`src/rtl/program_loader_pkg.sv`:
```
// Shared definitions for the instruction-memory program loader: FSM encodings,
// default memory depth and end-of-program marker.
package program_loader_pkg;
    localparam logic [1:0] ST_IDLE  = 2'd0;
    localparam logic [1:0] ST_LOAD  = 2'd1;
    localparam logic [1:0] ST_WRITE = 2'd2;
    localparam logic [1:0] ST_DONE  = 2'd3;

    localparam int          MEM_DEPTH_DEF = 256;
    localparam logic [31:0] HALT_WORD_DEF = 32'hFFFF_FFFF;

    // Word-address counter width; a depth of 1 still needs one bit.
    function automatic int addr_w(input int depth);
        return (depth > 1) ? $clog2(depth) : 1;
    endfunction
endpackage

```
`src/rtl/program_loader_if.sv`:
```
// Byte-stream input and instruction-memory write port of the program loader.
interface program_loader_if;
    logic        start_load;
    logic [7:0]  rx_data;
    logic        rx_done;
    logic        loadProgram;
    logic [31:0] addressInstrucctionProgram;
    logic [31:0] data_instruction;
    logic        wr_instruction;
    logic        load_done;
    logic        load_error;
    logic [31:0] instr_count;

    modport master (
        output start_load, rx_data, rx_done,
        input  loadProgram, addressInstrucctionProgram, data_instruction,
               wr_instruction, load_done, load_error, instr_count
    );
    modport slave (
        input  start_load, rx_data, rx_done,
        output loadProgram, addressInstrucctionProgram, data_instruction,
               wr_instruction, load_done, load_error, instr_count
    );
endinterface

```
`src/rtl/program_loader_word_assembler.sv`:
```
// Packs four received bytes MSB-first into a 32-bit word; o_word_valid marks
// the cycle in which the fourth byte arrives, with o_word already complete.
module word_assembler
    import program_loader_pkg::*;
(
    input  logic        clk,
    input  logic        rst,
    input  logic        i_clr,
    input  logic        i_en,
    input  logic [7:0]  i_byte,
    output logic [31:0] o_word,
    output logic        o_word_valid
);
    logic [23:0] r_shift;
    logic [1:0]  r_cnt;

    always_ff @(posedge clk or posedge rst) begin
        if (rst) begin
            r_shift <= '0;
            r_cnt   <= '0;
        end else if (i_clr) begin
            r_shift <= '0;
            r_cnt   <= '0;
        end else if (i_en) begin
            r_shift <= {r_shift[15:0], i_byte};
            r_cnt   <= r_cnt + 2'd1;
        end
    end

    assign o_word       = {r_shift, i_byte};
    assign o_word_valid = i_en && (r_cnt == 2'd3);
endmodule

```
`src/rtl/program_loader.sv`:
```
// Loads a program from a UART byte stream into instruction memory at word
// addresses 0,1,2,... until a HALT word or the last memory word is written.
module program_loader
    import program_loader_pkg::*;
#(
    parameter int          MEM_DEPTH = MEM_DEPTH_DEF,
    parameter logic [31:0] HALT_WORD = HALT_WORD_DEF
) (
    input  logic             clk,
    input  logic             rst,
    program_loader_if.slave  bus
);
    localparam int AW = addr_w(MEM_DEPTH);

    logic [1:0]    r_state;
    logic [AW-1:0] r_addr;
    logic [31:0]   r_data;
    logic [31:0]   r_count;
    logic          r_err;

    logic          w_idle;
    logic          w_accept;
    logic          w_valid;
    logic [31:0]   w_word;

    assign w_idle   = (r_state == ST_IDLE) || (r_state == ST_DONE);
    // Bytes arriving during the write cycle already belong to the next word.
    assign w_accept = bus.rx_done && ((r_state == ST_LOAD) || (r_state == ST_WRITE));

    word_assembler u_asm (
        .clk          (clk),
        .rst          (rst),
        .i_clr        (w_idle && bus.start_load),
        .i_en         (w_accept),
        .i_byte       (bus.rx_data),
        .o_word       (w_word),
        .o_word_valid (w_valid)
    );

    // Address and data only move on entry to WRITE, so both stay stable through
    // the write cycle and the one after; the next address equals words written.
    always_ff @(posedge clk or posedge rst) begin
        if (rst) begin
            r_state <= ST_IDLE;
            r_addr  <= '0;
            r_data  <= '0;
            r_count <= '0;
            r_err   <= 1'b0;
        end else begin
            case (r_state)
                ST_IDLE, ST_DONE: begin
                    if (bus.start_load) begin
                        r_state <= ST_LOAD;
                        r_addr  <= '0;
                        r_count <= '0;
                        r_err   <= 1'b0;
                    end
                end
                ST_LOAD: begin
                    if (w_valid) begin
                        r_state <= ST_WRITE;
                        r_data  <= w_word;
                        r_addr  <= r_count[AW-1:0];
                    end
                end
                ST_WRITE: begin
                    r_count <= r_count + 32'd1;
                    if (r_data == HALT_WORD) begin
                        r_state <= ST_DONE;
                    end else if (r_addr == AW'(MEM_DEPTH - 1)) begin
                        r_state <= ST_DONE;
                        r_err   <= 1'b1;
                    end else begin
                        r_state <= ST_LOAD;
                    end
                end
                default: r_state <= ST_IDLE;
            endcase
        end
    end

    assign bus.loadProgram                = (r_state == ST_LOAD) || (r_state == ST_WRITE);
    assign bus.wr_instruction             = (r_state == ST_WRITE);
    assign bus.addressInstrucctionProgram = 32'(r_addr);
    assign bus.data_instruction           = r_data;
    assign bus.load_done                  = (r_state == ST_DONE);
    assign bus.load_error                 = r_err;
    assign bus.instr_count                = r_count;
endmodule

```
`src/flat_wrapper.sv`:
```
// flat-port wrapper written by rule: the top's interface ports become plain ports
module program_loader_flat import program_loader_pkg::*;
#(
    parameter int          MEM_DEPTH = MEM_DEPTH_DEF,
    parameter logic [31:0] HALT_WORD = HALT_WORD_DEF
)
  (clk, rst, bus_start_load, bus_rx_data, bus_rx_done, bus_loadProgram, bus_addressInstrucctionProgram, bus_data_instruction, bus_wr_instruction, bus_load_done, bus_load_error, bus_instr_count);
  program_loader_if bus_i ();
  input  logic clk;
  input  logic rst;
  input wire logic [$bits(bus_i.start_load)-1:0] bus_start_load;
  input wire logic [$bits(bus_i.rx_data)-1:0] bus_rx_data;
  input wire logic [$bits(bus_i.rx_done)-1:0] bus_rx_done;
  output wire logic [$bits(bus_i.loadProgram)-1:0] bus_loadProgram;
  output wire logic [$bits(bus_i.addressInstrucctionProgram)-1:0] bus_addressInstrucctionProgram;
  output wire logic [$bits(bus_i.data_instruction)-1:0] bus_data_instruction;
  output wire logic [$bits(bus_i.wr_instruction)-1:0] bus_wr_instruction;
  output wire logic [$bits(bus_i.load_done)-1:0] bus_load_done;
  output wire logic [$bits(bus_i.load_error)-1:0] bus_load_error;
  output wire logic [$bits(bus_i.instr_count)-1:0] bus_instr_count;
  assign bus_i.start_load = bus_start_load;
  assign bus_i.rx_data = bus_rx_data;
  assign bus_i.rx_done = bus_rx_done;
  assign bus_loadProgram = bus_i.loadProgram;
  assign bus_addressInstrucctionProgram = bus_i.addressInstrucctionProgram;
  assign bus_data_instruction = bus_i.data_instruction;
  assign bus_wr_instruction = bus_i.wr_instruction;
  assign bus_load_done = bus_i.load_done;
  assign bus_load_error = bus_i.load_error;
  assign bus_instr_count = bus_i.instr_count;
  program_loader #(.MEM_DEPTH(MEM_DEPTH), .HALT_WORD(HALT_WORD)) u_core (.clk(clk), .rst(rst), .bus(bus_i));
endmodule
```
`config.mk`:
```
export PLATFORM = sky130hd
export DESIGN_NAME = program_loader_flat
export DESIGN_NICKNAME = d
export VERILOG_FILES = /design/src/rtl/program_loader_pkg.sv /design/src/rtl/program_loader_if.sv /design/src/rtl/program_loader_word_assembler.sv /design/src/rtl/program_loader.sv /design/src/flat_wrapper.sv
export SDC_FILE = /design/constraint.sdc
export NUM_CORES = 1
export LEC_CHECK = 0
export BUFFER_PORTS_ARGS = -buffer_cell sky130_fd_sc_hd__buf_2
export CORE_UTILIZATION = 40
export CTS_CLUSTER_SIZE = 8
export DETAILED_ROUTE_END_ITERATION = 12
export GPL_TIMING_DRIVEN = 0
export MAX_ROUTING_LAYER = met4
export PLACE_DENSITY_LB_ADDON = 0.2
export SLEW_MARGIN = 15
export SYNTH_ARGS = -nofsm -noshare
export SYNTH_HDL_FRONTEND = slang
export SYNTH_SLANG_ARGS = --single-unit
```
`constraint.sdc`:
```
create_clock -name clk -period 3.8 [get_ports clk]
set_clock_uncertainty 0.2 [all_clocks]
set_input_delay 0.19 -clock clk [delete_from_list [all_inputs] [get_ports clk]]
set_output_delay 0.19 -clock clk [all_outputs]
set_load 0.02 [all_outputs]
```
==> results of run 1 <==
[sequential cells by signal, summed over array words and instances (netlist names)]
register and flops:
u_core.bus.data_instruction 32, u_core.r_state 2, u_core.bus.load_error 1, u_core.bus.instr_count 32
u_core.u_asm.r_cnt 2, u_core.u_asm.r_shift 24, u_core.r_addr 8
[logic make-up (layout without fill, tap and decap cells)]
| kind of cell | after synthesis | count (layout) |
|---|---|---|
| other | 1 | 24 |
| xor gates and xnor gates | 25 | 25 |
| muxes | 4 | 4 |
| adders and majority gates | 5 | 5 |
| and+or+nand+nor | 219 | 219 |
| buffers and inverters | 50 | 163 |
| DFF | 101 | 101 |
| AOI/OAI and AO/OA | 48 | 48 |
[cells in the final DEF (no fill, tap or decap), types with 2 or more instances in the layout]
cell type      synthesis  final
mux2i_1                2      2
o221ai_1               2      2
buf_4                 25     25
a21oi_1                6      6
conb_1                 1     24
nand2_1              113    113
nor3_1                 4      4
buf_2                  2     89
mux2_2                 2      2
and3_1                 7      7
ha_1                   5      5
xnor2_1                5      5
nand3_1                9      9
or3_1                  2      2
nand2b_1               2      2
and3_2                 3      3
clkbuf_1              16     19
dfrtp_1              101    101
xor2_1                20     20
o21ai_0                5      5
a22o_1                32     32
nor2_1                39     39
dlygate4sd3_1          0      9
nor2b_1                2      2
bufinv_16              0      2
nand4_1               27     27
or4_1                  2      2
clkbuf_16              0      9
inv_1                  6      5
nor4_1                 3      3
[power groups by stage]
| stage | clock [W] | combinational, W | sequential [W] |
|---|---|---|---|
| after floorplan | 0 | 0.000664 | 0.00175 |
| after global placement | 0 | 0.00117 | 0.00162 |
| after detailed placement | 0 | 0.00120 | 0.00163 |
| after CTS | 0.000986 | 0.00122 | 0.00161 |
| after global routing | 0.00103 | 0.00134 | 0.00166 |
| final | 0.000966 | 0.00120 | 0.00162 |
[critical path, cell delays in order (launching register included)]
cell and delay (ns):
dfrtp_1 0.41, inv_1 0.06, ha_1 0.27, buf_2 0.17
nor2b_1 0.09, clkbuf_1 0.22, a21oi_1 0.55, clkbuf_1 0.46
a22o_1 0.21
[cell type report]
cell class	instances	area (um2)
Fill cell	1027	5270
Sequential cell	101	2530
Multi-Input combinational cell	325	1810
Timing Repair Buffer	97	553
Buffer	44	262
Clock buffer	12	236
Tap cell	140	175
Clock inverter	4	72.6
Inverter	6	27.5
[metal layers]
metal | vias up | GRT usage | routed length (um)
met5 | - | - | 0
met4 | 0 | 0.0792 | 160
met3 | 10 | 0.0277 | 575
met2 | 112 | 0.282 | 4830
met1 | 1783 | 0.291 | 5180
li1 | 1771 | - | -
[worst paths after layout]
kind	start	to	cells past startpoint	slack [ns]
min in group asynchronous	rst	u_core.bus.instr_count[22]	3	0.15
worst max-delay path	u_core.r_state[0]	u_core.u_asm.r_shift[23]	8	1.09
worst min register to register	u_core.u_asm.r_shift[23]	u_core.bus.data_instruction[31]	2	0.27
worst max register to register	u_core.r_state[0]	u_core.u_asm.r_shift[23]	8	1.09
worst min-delay path	bus_start_load	u_core.r_state[0]	5	0.11
max in group asynchronous	rst	u_core.bus.instr_count[2]	4	2.62
[through the flow]
step | setup TNS, ns | hold WS [ns] | util | setup slack, ns | std cells
floorplan | 0 | 0.0954 | - | 0.763 | 476
global placement | -34.48 | 0.219 | 0.479 | -0.348 | 703
detailed placement | 0 | -0.0346 | 0.482 | 1.10 | 704
CTS | 0 | 0.0975 | 0.518 | 1.07 | 729
global route | 0 | 0.139 | 0.518 | 0.847 | 729
finish | 0 | 0.112 | 0.518 | 1.09 | 729
==> results.yml, run 1 <==
placed_design:
  io_buffers: 87
  gp_congestion: 0.822
  dp_hpwl_um: 7820
  dpl_cell_area_um2: 5270
setup_path:
  crit_type: "flip-flop to flip-flop"
  crit_path_max_fanout: 10
  cp.required_ns: 3.88
  end_kind: "flip-flop"
  critPathLaunchType: "flip-flop"
  cp.arrival_ns: 2.78
final_layout:
  diodes: 0
  fin_nets: 601
  syn_to_final_growth_pct: 24.9
  drive_above_1_share: 0.236
  final_area_um2: 5670
logic_synthesis:
  syn_area_um2: 4540
  synthCells: 453
  synth_top_area_cell: "dfrtp_1"
  ys_seq_area_frac: 0.557
  synth_top_family_by_area: "simple AND/OR/NAND/NOR gates"
  avgSynthCellArea_um2: 10.0
  synth_mux_area_frac: 0.00938
  synth_async_sr_flop_share: 1.00
  synthDistinctLibCells: 37
  synthTopCellsByCount: "nand2_1 (113), dfrtp_1 (101), nor2_1 (39)"
  synth_compound_area_frac: 0.0844
  synth_xor_area_frac: 0.0483
  synth_most_common_cell: "nand2_1"
  synth-simple-area-share: 0.224
  synth_ff_type: "dfrtp_1"
  ys_top_cells_by_area: "dfrtp_1 (56%), nand2_1 (9.3%), a22o_1 (6.2%), buf_4 (4.1%), xor2_1 (3.9%)"
  synthAdderAreaFrac: 0.0138
  synth_edf_count: 0
  yosys_warnings: 0
  synth_seq_cells: 101
  synth_top_area_share: 0.557
cts:
  cts_tree: "built"
  cts_root_buffer: "clkbuf_16"
  htreeDepth: 3
  cts.sinks: 101
  clk_latency_ns: 0.34
  clk_pin_slew_worst_paths_ns: 0.07
  post-cts-setup-buffers: 0
  cts_buffer_depth: 2
  cts-resized-gates: 0
  hold_buffers: 9
  numCtsBuffers: 9
global_routing:
  grt_pass1_wl_um: 17400
  grt_use_total: 0.201
  antenna_found_initial: 0
  grt_overflow_total: 0
  grt_pass1_vias: 3331
  grt_max_degree: 78
job:
  maxCapViolCount: 0
power_and_ir_drop:
  leakagePower_nw: 3.04
  finalPower_w: 0.00378
  p_int_w: 0.00238
  p_clk_frac: 0.255
  p_seq_frac: 0.427
  switchingPower_w: 0.00141
  p_comb_frac: 0.317
  irDropWorstVdd_mv: 0.301
  p_sw_frac: 0.372
  p_per_area_nw_per_um2: 668
timing:
  hold_viol: 0
  fin_crit_sh: 0.712
  period_needed_ns: 2.71
  slew_headroom: 0.501
  fmax_mhz: 370
  slew_viol_final: 0
  setup_viol: 0
  worst_slew_pin_slew_ns: 0.728
  rsz0062_at_grt: "false"
route:
  wl_um: 10700
  wl_per_cell_um: 14.7
  num_vias: 3676
  dr.pass1.iters: 8
  drc: 0
  drt_iter0_markers: 210
  routed_via_density: 5.04
  ant_nets: 0
die:
  io_pins: 112
  initial_utilization: 0.415
  die_x_um: 109
  num_rows: 38
  die_y_um: 109
  dieArea_um2: 11800
  fp.coreArea_um2: 10900
worst_hold_path:
  holdCritPathClass: "primary input to flip-flop"
status:
  outcome: "completed"
No activity file was read; power rests on OpenSTA's default activity.
==> inputs of run 2 (changes only) <==
Settings changed: ABC_AREA set to 1.
Clock period 3.8 ns to 2.7 ns, I/O delays scaled along.
==> run 2 against run 1 <==
The flow now finishes with violations (DRC). Largest cell class unchanged. Maximum frequency grew 16%. Global-route usage grew 0.39 points. Sequential cell count is the same.
==> results.yml, run 2 <==
status:
  outcome: "finished, violations left"
  violations: "DRC"
route:
  drc: 11
  num_vias: 4207
  wl_per_cell_um: 13.6
  dr.pass1.iters: 8
  ant_nets: 0
  drt_iter0_markers: 179
  routed_via_density: 4.86
  wl_um: 11800
cts:
  cts.sinks: 101
  clk_latency_ns: 0.35
  cts_buffer_depth: 2
  cts-resized-gates: 0
  htreeDepth: 3
  cts_tree: "built"
  numCtsBuffers: 9
  cts_root_buffer: "clkbuf_16"
  clk_pin_slew_worst_paths_ns: 0.07
placed_design:
  dpl_worst_slack_ns: 0.502
  gp_congestion: 0.803
  dp_hpwl_um: 8820
  io_buffers: 87
power_and_ir_drop:
  finalPower_w: 0.00528
  p_per_area_nw_per_um2: 873
  leakagePower_nw: 3.08
  irDropWorstVdd_mv: 0.282
final_layout:
  final_common_cell: "nand2_1"
  fin_nets: 735
  layout_common_cells: "nand2_1 (125), dfrtp_1 (101), buf_2 (94)"
  diodes: 0
  drive_above_1_share: 0.228
  syn_to_final_growth_pct: 24.8
global_routing:
  antenna_found_initial: 0
  grt_pass1_wl_um: 19400
  grt_use_total: 0.205
  grt_overflow_total: 0
  grt_max_degree: 35
  grt_pass1_vias: 3941
setup_path:
  end_kind: "flip-flop"
  reg2reg_depth: 9
  crit_slowest_cell: "dlygate4sd3_1"
  cp.required_ns: 2.74
  rrSetupSlack_ns: 0.37
  critPathLaunchType: "flip-flop"
  cp.arrival_ns: 2.36
  crit_path_max_fanout: 10
  slowest_delay_ns: 0.55
  crit_path_cell_trace: "inv_1 > ha_1 > inv_2 > nand2_2 > buf_6 > buf_2 > nand3_1 > nand2_1 > dlygate4sd3_1"
  crit_type: "flip-flop to flip-flop"
logic_synthesis:
  synth_top_area_cell: "dfrtp_1"
  syn_area_um2: 4840
  synth_top_area_share: 0.522
  synth_ff_type: "dfrtp_1"
  synth_most_common_cell: "nand2_1"
  synth_async_sr_flop_share: 1.00
  yosys_warnings: 0
  synthCells: 583
  ys_seq_area_frac: 0.522
  avgSynthCellArea_um2: 8.31
  synthDistinctLibCells: 32
  synth_edf_count: 0
  synthTopCellsByCount: "nand2_1 (125), dfrtp_1 (101), inv_1 (82)"
  synth_seq_cells: 101
  ys_top_cells_by_area: "dfrtp_1 (52%), nand2_1 (9.7%), inv_1 (6.4%), nor2_1 (4.4%), o21ai_0 (4.2%)"
timing:
  finalSetupTns_ns: 0
  fin_crit_sh: 0.862
  hold_viol: 0
  setup_ws_ns: 0.374
  rsz0062_at_grt: "false"
  setup_viol: 0
  period_needed_ns: 2.33
  fmax_mhz: 430
  slew_headroom: 0.659
  slew_viol_final: 0
  worst_slew_pin_slew_ns: 0.512
worst_hold_path:
  whs_path_depth: 5
  holdCritPathClass: "primary input to flip-flop"
die:
  initial_utilization: 0.417
  dieArea_um2: 12600
  num_rows: 39
  io_pins: 112
  fp.coreArea_um2: 11600
  die_y_um: 112
  die_x_um: 112
job:
  maxCapViolCount: 0
## run 2: cell count changes in the layout (fill, tap and decap cells not counted), moves of 13 or more
cell and delta:
inv_1 +76, o21ai_0 +36, a22o_1 -32, o22ai_1 +30, xor2_1 -20, nand4_1 -19
nand3_1 +18, nor2_1 +18, a21oi_1 +13
## run 2: what timing repair did
| action | in CTS | in global routing |
|---|---|---|
| endpoints found under the hold margin | 118 | 0 |
| buffers inserted | 0 | 0 |
| hold buffers | 11 | 0 |
## run 2: kinds of logic after synthesis
kind of cell,share of synthesized area
buffers and inverters,0.122
AND/OR/NAND/NOR,0.224
adder cells (fa/ha/maj),0.0129
AO/OA/AOI/OAI,0.119
flip-flops,0.522
other,0.000774
## run 2: path summary, 6_finish.rpt
| check | start | end |
|---|---|---|
| setup / recovery | u_core.r_state[0] | u_core.u_asm.r_cnt[1] |
| hold / removal | bus_rx_done | u_core.u_asm.r_cnt[0] |
| setup reg to reg | u_core.r_state[0] | u_core.u_asm.r_cnt[1] |
| hold reg to reg | u_core.u_asm.r_cnt[0] | u_core.u_asm.r_cnt[0] |
| max in group asynchronous | rst | u_core.r_addr[0] |
| min in group asynchronous | rst | u_core.bus.data_instruction[29] |
## run 2: where the power goes
part           switching, W  leakage (nW)  total (W)  internal (W)
Sequential         0.000199          1.37    0.00204       0.00184
Combinational       0.00122          1.56    0.00182      0.000602
Clock              0.000580         0.152    0.00142      0.000840
Total               0.00199          3.08    0.00528       0.00329
## run 2: through the flow
stage | util | hold slack (ns) | area [um2] | cells
floorplan | - | 0.0876 | 4930 | 606
global placement | 0.478 | 0.227 | 5550 | 836
detailed placement | 0.483 | -0.138 | 5610 | 839
CTS | 0.521 | 0.00128 | 6050 | 866
global route | 0.521 | 0.0362 | 6050 | 866
finish | 0.521 | 0.0118 | 6050 | 866
## run 2: area by class of cell
| cell class | count | area [um2] |
|---|---|---|
| clock buffer | 11 | 243 |
| timing repair buffer | 101 | 606 |
| multi-input combinational | 379 | 1810 |
| sequential | 101 | 2530 |
| clock inverter | 5 | 83.8 |
| buffer | 41 | 273 |
| fill | 1136 | 5570 |
| tap | 143 | 179 |
| inverter | 85 | 323 |
## run 2: worst max-delay path: cells and delay by family (launching register included)
kind	cells	cell delay, ns
buffers and inverters	5	1.06
adder cells (fa/ha/maj)	1	0.35
flip-flops	1	0.40
AND/OR/NAND/NOR	3	0.21
## run 2: per-layer routing
metal  part of all wire  track usage  vias to the layer above
met4              0.016       0.0773                        0
met5                  0            -                        -
li1                   -            -                     2090
met3              0.039       0.0297                       16
met2               0.49        0.335                       88
met1               0.46        0.258                     2013
